$ cat src/rtl/rr_grant_scheduler.sv
// ---------------------------------------------------------------------------
// rr_grant_scheduler
//
// Four-agent round-robin grant scheduler for a shared, single-owner resource.
// Each ownership is capped at QUANTUM cycles. When the quantum expires, the
// owner is preempted. Every release is followed by one idle (turnaround)
// cycle before the next grant. The pointer then moves past the released
// owner, so no requester can starve.
//
// Parameters
//   QUANTUM   max consecutive grant cycles per ownership (0 = unlimited)
//   CNT_W     width of the grant-cycle counter; must be able to hold QUANTUM
//
// Ports
//   clock     in   rising-edge clock
//   reset     in   synchronous, active-high reset
//   req_0..3  in   active-high request per agent
//   gnt_0..3  out  active-high registered grant per agent (one-hot or zero)
//   busy      out  high while any grant is asserted
//   grant_id  out  index of the current or last owner (holds while idle)
//   preempt   out  one-cycle pulse after a grant is revoked by quantum expiry
// ---------------------------------------------------------------------------
module rr_grant_scheduler #(
    parameter int unsigned QUANTUM = 8,
    parameter int unsigned CNT_W   = 4
) (
    input  logic       clock,
    input  logic       reset,
    input  logic       req_0,
    input  logic       req_1,
    input  logic       req_2,
    input  logic       req_3,
    output logic       gnt_0,
    output logic       gnt_1,
    output logic       gnt_2,
    output logic       gnt_3,
    output logic       busy,
    output logic [1:0] grant_id,
    output logic       preempt
);

    localparam logic [0:0] ST_IDLE  = 1'b0;
    localparam logic [0:0] ST_GRANT = 1'b1;

    localparam logic [CNT_W-1:0] QUANTUM_C = CNT_W'(QUANTUM);
    localparam logic [CNT_W-1:0] CNT_ONE   = CNT_W'(1);
    localparam logic [CNT_W-1:0] CNT_MAX   = '1;
    localparam bit               HAS_LIMIT = (QUANTUM != 0);

    // Registered state
    logic [0:0]       state_q,    state_d;
    logic [1:0]       ptr_q,      ptr_d;
    logic [CNT_W-1:0] cnt_q,      cnt_d;
    logic [3:0]       gnt_q,      gnt_d;
    logic [1:0]       grant_id_q, grant_id_d;
    logic             preempt_q,  preempt_d;

    // Arbitration signals
    logic [3:0] req_vec;
    logic [1:0] cand;
    logic       arb_found;
    logic [1:0] arb_sel;
    logic       owner_req;
    logic       quantum_hit;

    assign req_vec = {req_3, req_2, req_1, req_0};

    // Round-robin search: the first requester found, starting at ptr_q and
    // wrapping modulo 4, wins the grant.
    // NOTE: every variable gets a default at the top of always_comb. If a
    // path leaves one unassigned, synthesis infers a latch.
    always_comb begin
        arb_found = 1'b0;
        arb_sel   = ptr_q;
        cand      = ptr_q;
        for (int i = 0; i < 4; i++) begin
            cand = ptr_q + 2'(i);
            if (!arb_found && req_vec[cand]) begin
                arb_found = 1'b1;
                arb_sel   = cand;
            end
        end
    end

    // Owner-side conditions that are evaluated while in GRANT.
    assign owner_req   = req_vec[grant_id_q];
    assign quantum_hit = HAS_LIMIT && (cnt_q == QUANTUM_C);

    // Next-state logic
    always_comb begin
        state_d    = state_q;
        ptr_d      = ptr_q;
        cnt_d      = cnt_q;
        gnt_d      = gnt_q;
        grant_id_d = grant_id_q;
        preempt_d  = 1'b0;

        case (state_q)
            ST_IDLE: begin
                // Requests from non-owners are only considered here. This
                // also guarantees the turnaround cycle after any release.
                if (arb_found) begin
                    state_d    = ST_GRANT;
                    gnt_d      = 4'b0001 << arb_sel;
                    grant_id_d = arb_sel;
                    cnt_d      = CNT_ONE;
                end
            end

            ST_GRANT: begin
                if (!owner_req || quantum_hit) begin
                    // A voluntary release takes priority over expiry. When
                    // both happen on the same edge, the owner is simply done
                    // and no preempt pulse is raised.
                    state_d   = ST_IDLE;
                    gnt_d     = '0;
                    cnt_d     = '0;
                    ptr_d     = grant_id_q + 2'd1;
                    preempt_d = owner_req;
                end else if (cnt_q != CNT_MAX) begin
                    // Saturation only matters for QUANTUM=0. Otherwise the
                    // quantum check releases the grant before the counter
                    // can reach its maximum value.
                    cnt_d = cnt_q + CNT_ONE;
                end
            end

            default: begin
                state_d = ST_IDLE;
                gnt_d   = '0;
                cnt_d   = '0;
            end
        endcase
    end

    // NOTE: sequential state uses non-blocking assignments, so every register
    // samples the values from before the edge. Blocking assignments here would
    // create order-dependent simulation races.
    always_ff @(posedge clock) begin
        if (reset) begin
            state_q    <= ST_IDLE;
            ptr_q      <= '0;
            cnt_q      <= '0;
            gnt_q      <= '0;
            grant_id_q <= '0;
            preempt_q  <= 1'b0;
        end else begin
            state_q    <= state_d;
            ptr_q      <= ptr_d;
            cnt_q      <= cnt_d;
            gnt_q      <= gnt_d;
            grant_id_q <= grant_id_d;
            preempt_q  <= preempt_d;
        end
    end

    assign gnt_0    = gnt_q[0];
    assign gnt_1    = gnt_q[1];
    assign gnt_2    = gnt_q[2];
    assign gnt_3    = gnt_q[3];
    assign busy     = |gnt_q;
    assign grant_id = grant_id_q;
    assign preempt  = preempt_q;

endmodule
$ cat config.mk
export PLATFORM = sky130hd
export DESIGN_NAME = rr_grant_scheduler
export DESIGN_NICKNAME = d
export VERILOG_FILES = /design/src/rtl/rr_grant_scheduler.sv
export SDC_FILE = /design/constraint.sdc
export NUM_CORES = 1
export LEC_CHECK = 0
export CORE_UTILIZATION = 50
export DETAILED_ROUTE_END_ITERATION = 16
export GPL_TIMING_DRIVEN = 0
export PLACE_DENSITY = 0.73
export SLEW_MARGIN = 10
export SYNTH_ARGS = -nofsm -noshare
export SYNTH_HDL_FRONTEND = slang
export SYNTH_SLANG_ARGS = --single-unit
export TNS_END_PERCENT = 10
$ cat constraint.sdc
create_clock -name clock -period 1.95 [get_ports clock]
set_input_delay 0.4875 -clock clock [delete_from_list [all_inputs] [get_ports clock]]
set_output_delay 0.4875 -clock clock [all_outputs]
set_load 0.005 [all_outputs]
==> flow_summary_export.csv, run 1 <==
group,metric,value,unit
timing,finalHoldViolCount,0,
timing,fmax,0.5331,GHz
power_and_ir_drop,power.static_leakage,0.3895,nW
timing,whs,0.5008,ns
synthesis,synthDistinctLibCells,41,
timing,tightestPinTransition,0.4577,ns
synthesis,number_of_storage_elements_in_the_synthesis_netlist,14,
final_layout,share_of_layout_cells_above_drive_strength_1,11.93,%
floorplan,starting_density_of_the_core,54.11,%
critical_path,setup.worst_path.start_class,"flip-flop",
timing,final_max_slew_viol_count,0,
drt,detailroute.via_count,772,
clock_tree,h_tree_lvl_count,1,
power_and_ir_drop,cellPowerDensity,708.7,mW/mm²
timing,finalSetupViolations,0,
clock_tree,cts_num_sinks,14,
global_routing,antenna_found_initial,0,
floorplan,die-height,42.61,µm
final_layout,design.final.nets,118,
critical_path,critical_path.slowest_cell,"sky130_fd_sc_hd__or4_1",
drt,detail_route.iter0.violations,23,
final_layout,layout.area.seq,280.3,µm²
clock_tree,cts_tree,"done",
synthesis,yosys_warnings,0,
floorplan,ioPinCount,14,
clock_tree,clk_root_buffer_cell,"sky130_fd_sc_hd__clkbuf_4",
synthesis,synth_top_cell_by_area,"sky130_fd_sc_hd__dfxtp_1",
timing,fin_setup_tns,0,ns
critical_path,wp_buf_inv,1,
timing,tmin_final,1.876,ns
power_and_ir_drop,vdd_drop_max,0.4916,mV
clock_tree,ctsHoldBuffers,0,
final_layout,multi_input_gate_area,525.5,µm²
critical_path,setup.worst_path.class,"flip-flop to output port",
timing,timing.slew.headroom,69.49,%
synthesis,synth_sequential_area_ratio,33.99,%
final_layout,syn_to_final_growth,24.13,%
synthesis,syn_area,824.5,µm²
critical_path,cp_data_required_time,1.46,ns
clock_tree,postCtsSetupBuffers,0,
final_layout,fillerInstances,134,
clock_tree,cts_buffer_depth,2,
timing,timing.final.crit_share,96.20,%
final_layout,layout.cells.most_common_list,"14 x sky130_fd_sc_hd__dfxtp_1, 8 x sky130_fd_sc_hd__clkdlybuf4s50_1, 7 x sky130_fd_sc_hd__nand2_1, 7 x sky130_fd_sc_hd__a21oi_1, 6 x sky130_fd_sc_hd__nor2_1",
timing,grt_setup_unrepaired,"no",
job,max_cap_violations,0,
critical_path,crit_fanout,3,
drt,post_drt_wl_per_cell,14.13,µm
clock_tree,worst_skew_pair_latency,0.28,ns
hold_path,min-delay-path-class,"flip-flop to flip-flop",
global_routing,globalRoute.totalOverflow,0,
critical_path,critPathArrivalTime,1.39,ns
synthesis,syn_nets,100,
floorplan,core-area,0.001524,mm²
critical_path,cells_along_the_critical_path,"or4_1, dlygate4sd2_1",
floorplan,rows,14,
drt,final_antenna_net_count,0,
synthesis,dominant_cells_by_area_after_synthesis,"sky130_fd_sc_hd__dfxtp_1 34%, sky130_fd_sc_hd__a32o_1 4.9%, sky130_fd_sc_hd__a21oi_1 4.2%",
outcome,status,"completed",
synthesis,synthCells,92,
critical_path,crit_path_end_kind,"output port",
clock_tree,cts_bufs_inserted,3,
clock_tree,clk_pin_slew,0.09,ns
drt,post-route-drc-count,0,
placed_design,placedCellCount,121,
floorplan,floorplan.die.width,42.61,µm
drt,vias_per_cell,6.176,
drt,route.final.wire_length,1766,µm
final_layout,antenna_cells,0,
critical_path,crit_family,"simple AND/OR/NAND/NOR gates",
drt,firstDrtPassIters,4,
placed_design,gp_routability_congestion,0.8622,
global_routing,grt_pass1_wl,3015,µm
final_layout,mostFrequentLayoutCell,"sky130_fd_sc_hd__dfxtp_1",
final_layout,finish.utilization,67.16,%
synthesis,avgSynthCellArea,8.962,µm²
placed_design,buffer_ports.inserted,13,
global_routing,grt_pass1_vias,673,
synthesis,yosys.area.top_type_share,33.99,%
timing,worst_clock_skew_on_the_final_layout,0.001111,ns
critical_path,peak_per_stage_delay_on_the_critical_path,0.51,ns
synthesis,synth-edff-count,0,
synthesis,most_common_flop_cell_mapped_by_yosys,"sky130_fd_sc_hd__dfxtp_1",
placed_design,final_hpwl_dp,1341,µm
synthesis,synthArstFlopShare,0,%
global_routing,globalRouteTotalUtil,21.74,%
floorplan,fp.dieArea,0.001816,mm²
final_layout,finish.cell_count_without_fillers,125,
global_routing,grt_start_max_net_pins,11,
## kinds of logic after synthesis
family / share of synthesized area, %
buffers and inverters: 3.641
AO/OA/AOI/OAI: 27.16
AND/OR/NAND/NOR: 25.95
flip-flops: 33.99
adder cells (fa/ha/maj): 3.034
XOR/XNOR: 1.062
multiplexers: 5.159
## worst register-to-register path, stage by stage (launching register included)
cell	delay, ns
sky130_fd_sc_hd__dfxtp_1	0.35
sky130_fd_sc_hd__buf_6	0.14
sky130_fd_sc_hd__mux4_2	0.54
sky130_fd_sc_hd__a21oi_4	0.24
sky130_fd_sc_hd__nor2_1	0.06
sky130_fd_sc_hd__a211oi_1	0.23
## registers in the layout (all words and copies together) (netlist names)
| signal | flops |
|---|---|
| gnt_q | 4 |
| cnt_q | 4 |
| grant_id | 2 |
| ptr_q | 2 |
| preempt | 1 |
| state_q | 1 |
## area by class of cell
class | count | share of cell area, %
Multi-Input combinational cell | 72 | 51.34
Sequential cell | 14 | 27.38
Timing Repair Buffer | 13 | 12.84
Clock buffer | 4 | 3.545
Tap cell | 16 | 1.956
Buffer | 2 | 1.467
Inverter | 4 | 1.467
## power breakdown
part	internal (mW)	switching, mW	leakage, nW
logic	0.0953	0.0887	0.254
clock network	0.114	0.0996	0.0210
registers	0.306	0.0220	0.115
total	0.515	0.210	0.390
## per-layer routing
| metal | global-route usage (%) | part of all wire, % | vias to the layer above |
|---|---|---|---|
| li1 | - | - | 384 |
| met1 | 32.61 | 49 | 370 |
| met2 | 32.00 | 46 | 18 |
| met3 | 3.879 | 4.9 | 0 |
| met4 | 5.625 | 0 | 0 |
| met5 | 0 | 0 | - |
## cells in the mapped netlist (2+ instances only)
| library cell | instances |
|---|---|
| sky130_fd_sc_hd__mux2i_1 | 2 |
| sky130_fd_sc_hd__nand2_1 | 7 |
| sky130_fd_sc_hd__o21ai_0 | 3 |
| sky130_fd_sc_hd__o211ai_1 | 2 |
| sky130_fd_sc_hd__nor2_1 | 6 |
| sky130_fd_sc_hd__nor2b_1 | 3 |
| sky130_fd_sc_hd__a211oi_1 | 3 |
| sky130_fd_sc_hd__nor3_1 | 4 |
| sky130_fd_sc_hd__inv_1 | 4 |
| sky130_fd_sc_hd__nand3_1 | 3 |
| sky130_fd_sc_hd__nand2b_1 | 2 |
| sky130_fd_sc_hd__a21oi_1 | 7 |
| sky130_fd_sc_hd__ha_1 | 2 |
| sky130_fd_sc_hd__a32o_1 | 4 |
| sky130_fd_sc_hd__dfxtp_1 | 14 |
## path summary, 6_finish.rpt
check,start,endpoint,slack (ns),cells after the start
max,gnt_q[3]$_SDFFE_PP0P_,busy,0.07,2
min,gnt_q[1]$_SDFFE_PP0P_,gnt_q[1]$_SDFFE_PP0P_,0.50,1
max reg2reg,grant_id[0]$_SDFFE_PP0P_,ptr_q[1]$_SDFFE_PP0P_,0.30,5
min reg2reg,gnt_q[1]$_SDFFE_PP0P_,gnt_q[1]$_SDFFE_PP0P_,0.50,1
## through the flow
step	cell area [µm²]	setup slack, ns	total power, mW
final	1023	0.07406	0.7254
after detailed placement	974.7	-0.3321	0.5193
after global placement	974.7	-0.3045	0.5149
after global routing	1023	0.01555	0.7624
after floorplan	824.5	0.3158	0.4474
after CTS	1007	-0.01929	0.7228
## repair_timing
| action | 4_1_cts | 5_1_grt |
|---|---|---|
| resized for setup | 3 | 5 |
| pin swaps | 0 | 1 |
| endpoints found under the setup margin | 4 | 7 |
(Power assumes the default switching activity.)
==> inputs of run 2 (changes only) <==
Settings changed: CELL_PAD_IN_SITES_DETAIL_PLACEMENT from default to 1, CELL_PAD_IN_SITES_GLOBAL_PLACEMENT from default to 1, CORE_UTILIZATION 50 to 38, REMOVE_ABC_BUFFERS from default to 1.
==> flow_summary_export.csv, run 2 (synthesis results as in run 1) <==
group,metric,value,unit
timing,tightestPinTransition,0.4591,ns
critical_path,wp_buf_inv,1,
drt,detailroute.via_count,765,
placed_design,gp_routability_congestion,0.7561,
final_layout,multi_input_gate_area,523.0,µm²
power_and_ir_drop,vdd_drop_max,0.4093,mV
clock_tree,cts_buffer_depth,2,
clock_tree,postCtsSetupBuffers,0,
clock_tree,worst_skew_pair_latency,0.28,ns
hold_path,min-delay-path-class,"flip-flop to flip-flop",
floorplan,ioPinCount,14,
clock_tree,h_tree_lvl_count,1,
global_routing,grt_pass1_wl,3663,µm
hold_path,whs_path_depth,1,
drt,firstDrtPassIters,3,
critical_path,setup.worst_path.start_class,"flip-flop",
clock_tree,cts_bufs_inserted,3,
hold_path,worst_hold_start,"gnt_q[1]$_SDFFE_PP0P_",
clock_tree,ctsHoldBuffers,0,
critical_path,critPathArrivalTime,1.39,ns
placed_design,placement.setup.worst_slack,-0.3936,ns
timing,worst_clock_skew_on_the_final_layout,0.001220,ns
floorplan,core-area,0.002002,mm²
floorplan,rows,16,
placed_design,post_dp_cell_area,973.4,µm²
global_routing,grt_start_max_net_pins,13,
timing,layout_setup_ws,0.07654,ns
drt,final_antenna_net_count,0,
timing,grt_setup_unrepaired,"no",
critical_path,r2r-start,"grant_id[0]$_SDFFE_PP0P_",
critical_path,peak_per_stage_delay_on_the_critical_path,0.50,ns
global_routing,globalRouteTotalUtil,20.56,%
critical_path,crit_fanout,3,
final_layout,finish.cell_count_without_fillers,134,
placed_design,final_hpwl_dp,1600,µm
job,max_cap_violations,0,
final_layout,antenna_cells,0,
critical_path,critical_path.slowest_cell,"sky130_fd_sc_hd__or4_1",
critical_path,cells_along_the_critical_path,"or4_1, dlygate4sd2_1",
final_layout,syn_to_final_growth,23.67,%
drt,detail_route.iter0.violations,5,
final_layout,design.final.nets,116,
global_routing,grt_pass1_vias,809,
critical_path,crit_family,"simple AND/OR/NAND/NOR gates",
floorplan,fp.dieArea,0.002360,mm²
timing,final_max_slew_viol_count,0,
hold_path,holdPathEnd,"gnt_q[1]$_SDFFE_PP0P_",
final_layout,layout.cells.most_common_list,"14 x sky130_fd_sc_hd__dfxtp_1, 8 x sky130_fd_sc_hd__clkdlybuf4s50_1, 7 x sky130_fd_sc_hd__nand2_1, 7 x sky130_fd_sc_hd__a21oi_1, 6 x sky130_fd_sc_hd__nor2_1",
drt,route.final.wire_length,2153,µm
clock_tree,clk_root_buffer_cell,"sky130_fd_sc_hd__clkbuf_4",
critical_path,timing.rr.end,"ptr_q[1]$_SDFFE_PP0P_",
global_routing,antenna_found_initial,0,
drt,post-route-drc-count,0,
floorplan,die-height,48.58,µm
timing,tmin_final,1.873,ns
final_layout,mostFrequentLayoutCell,"sky130_fd_sc_hd__dfxtp_1",
outcome,status,"completed",
placed_design,buffer_ports.inserted,13,
final_layout,final_design_area_no_fill,0.001020,mm²
placed_design,placedCellCount,130,
power_and_ir_drop,cellPowerDensity,705.1,mW/mm²
clock_tree,clk_pin_slew,0.09,ns
drt,post_drt_wl_per_cell,16.07,µm
timing,finalSetupViolations,0,
critical_path,reg2regPathDepth,4,
final_layout,layout.area.seq,280.3,µm²
floorplan,starting_density_of_the_core,41.19,%
critical_path,cp_data_required_time,1.46,ns
critical_path,ff2ff_setup_slack,0.25,ns
power_and_ir_drop,power.static_leakage,0.3819,nW
timing,timing.final.crit_share,96.07,%
timing,fmax,0.5338,GHz
global_routing,globalRoute.totalOverflow,0,
timing,finalHoldViolCount,0,
final_layout,layout_top_registers,"cnt_q: 4 flops, gnt_q: 4 flops",
drt,vias_per_cell,5.709,
final_layout,fillerInstances,249,
critical_path,crit_path_end_kind,"output port",
clock_tree,cts_tree,"done",
clock_tree,cts_num_sinks,14,
floorplan,floorplan.die.width,48.58,µm
final_layout,share_of_layout_cells_above_drive_strength_1,10.28,%
timing,timing.slew.headroom,69.30,%
critical_path,setup.worst_path.class,"flip-flop to output port",
run 2: timing repair:
action / 4_1_cts / 5_1_grt
gates resized for setup: 4 / 2
setup endpoints to repair: 6 / 8
pin swaps: 0 / 1
hold endpoints to repair: 0 / 0
run 2: how the worst max path moves through the flow:
stage	startpoint	end	depth (start not counted)
2_1_floorplan	req_0	gnt_q[0]$_SDFFE_PP0P_	4
3_3_place_gp	req_0	cnt_q[2]$_SDFFE_PP0P_	5
3_5_place_dp	req_0	cnt_q[2]$_SDFFE_PP0P_	5
4_1_cts	req_1	cnt_q[2]$_SDFFE_PP0P_	5
5_1_grt	gnt_q[3]$_SDFFE_PP0P_	busy	2
6_report	gnt_q[3]$_SDFFE_PP0P_	busy	2
run 2: per-stage QoR:
stage | total power [mW] | util [%] | setup TNS (ns) | hold WS (ns)
2_1_floorplan | 0.4406 | - | 0 | 0.4789
3_5_place_dp | 0.5196 | 48.63 | -3.176 | 0.4860
6_report | 0.7190 | 50.94 | 0 | 0.5087
5_1_grt | 0.7630 | 50.94 | 0 | 0.5312
4_1_cts | 0.7269 | 50.69 | 0 | 0.5180
3_3_place_gp | 0.5129 | 48.63 | -2.697 | 0.4840
run 2: layout make-up:
type,count,area share (%)
multi-input combinational,72,51.29
sequential,14,27.48
timing repair buffer,13,12.88
clock buffer,4,3.558
tap,27,3.313
inverter,4,1.472
run 2: power breakdown:
| part | internal (mW) | total [mW] | switching, mW |
|---|---|---|---|
| clock | 0.114 | 0.208 | 0.0949 |
| sequential | 0.306 | 0.334 | 0.0277 |
| combinational | 0.0904 | 0.177 | 0.0863 |
| total | 0.510 | 0.719 | 0.209 |
run 2: metal layers:
metal  up-vias  track usage (%)  part of all wire [%]  wire length (µm)
met5         -                0                     0                 0
li1        376                -                     -                 -
met2        13            35.45                    49              1049
met1       374            24.90                    48              1029
met4         0            5.882                  0.88                19
met3         2            5.660                   2.6                55
==> inputs of run 3 (changes only) <==
Settings changed: CTS_CLUSTER_SIZE from default to 8.
==> results of run 3 <==
Final layout, timing and power as in run 2 (identical DEF).
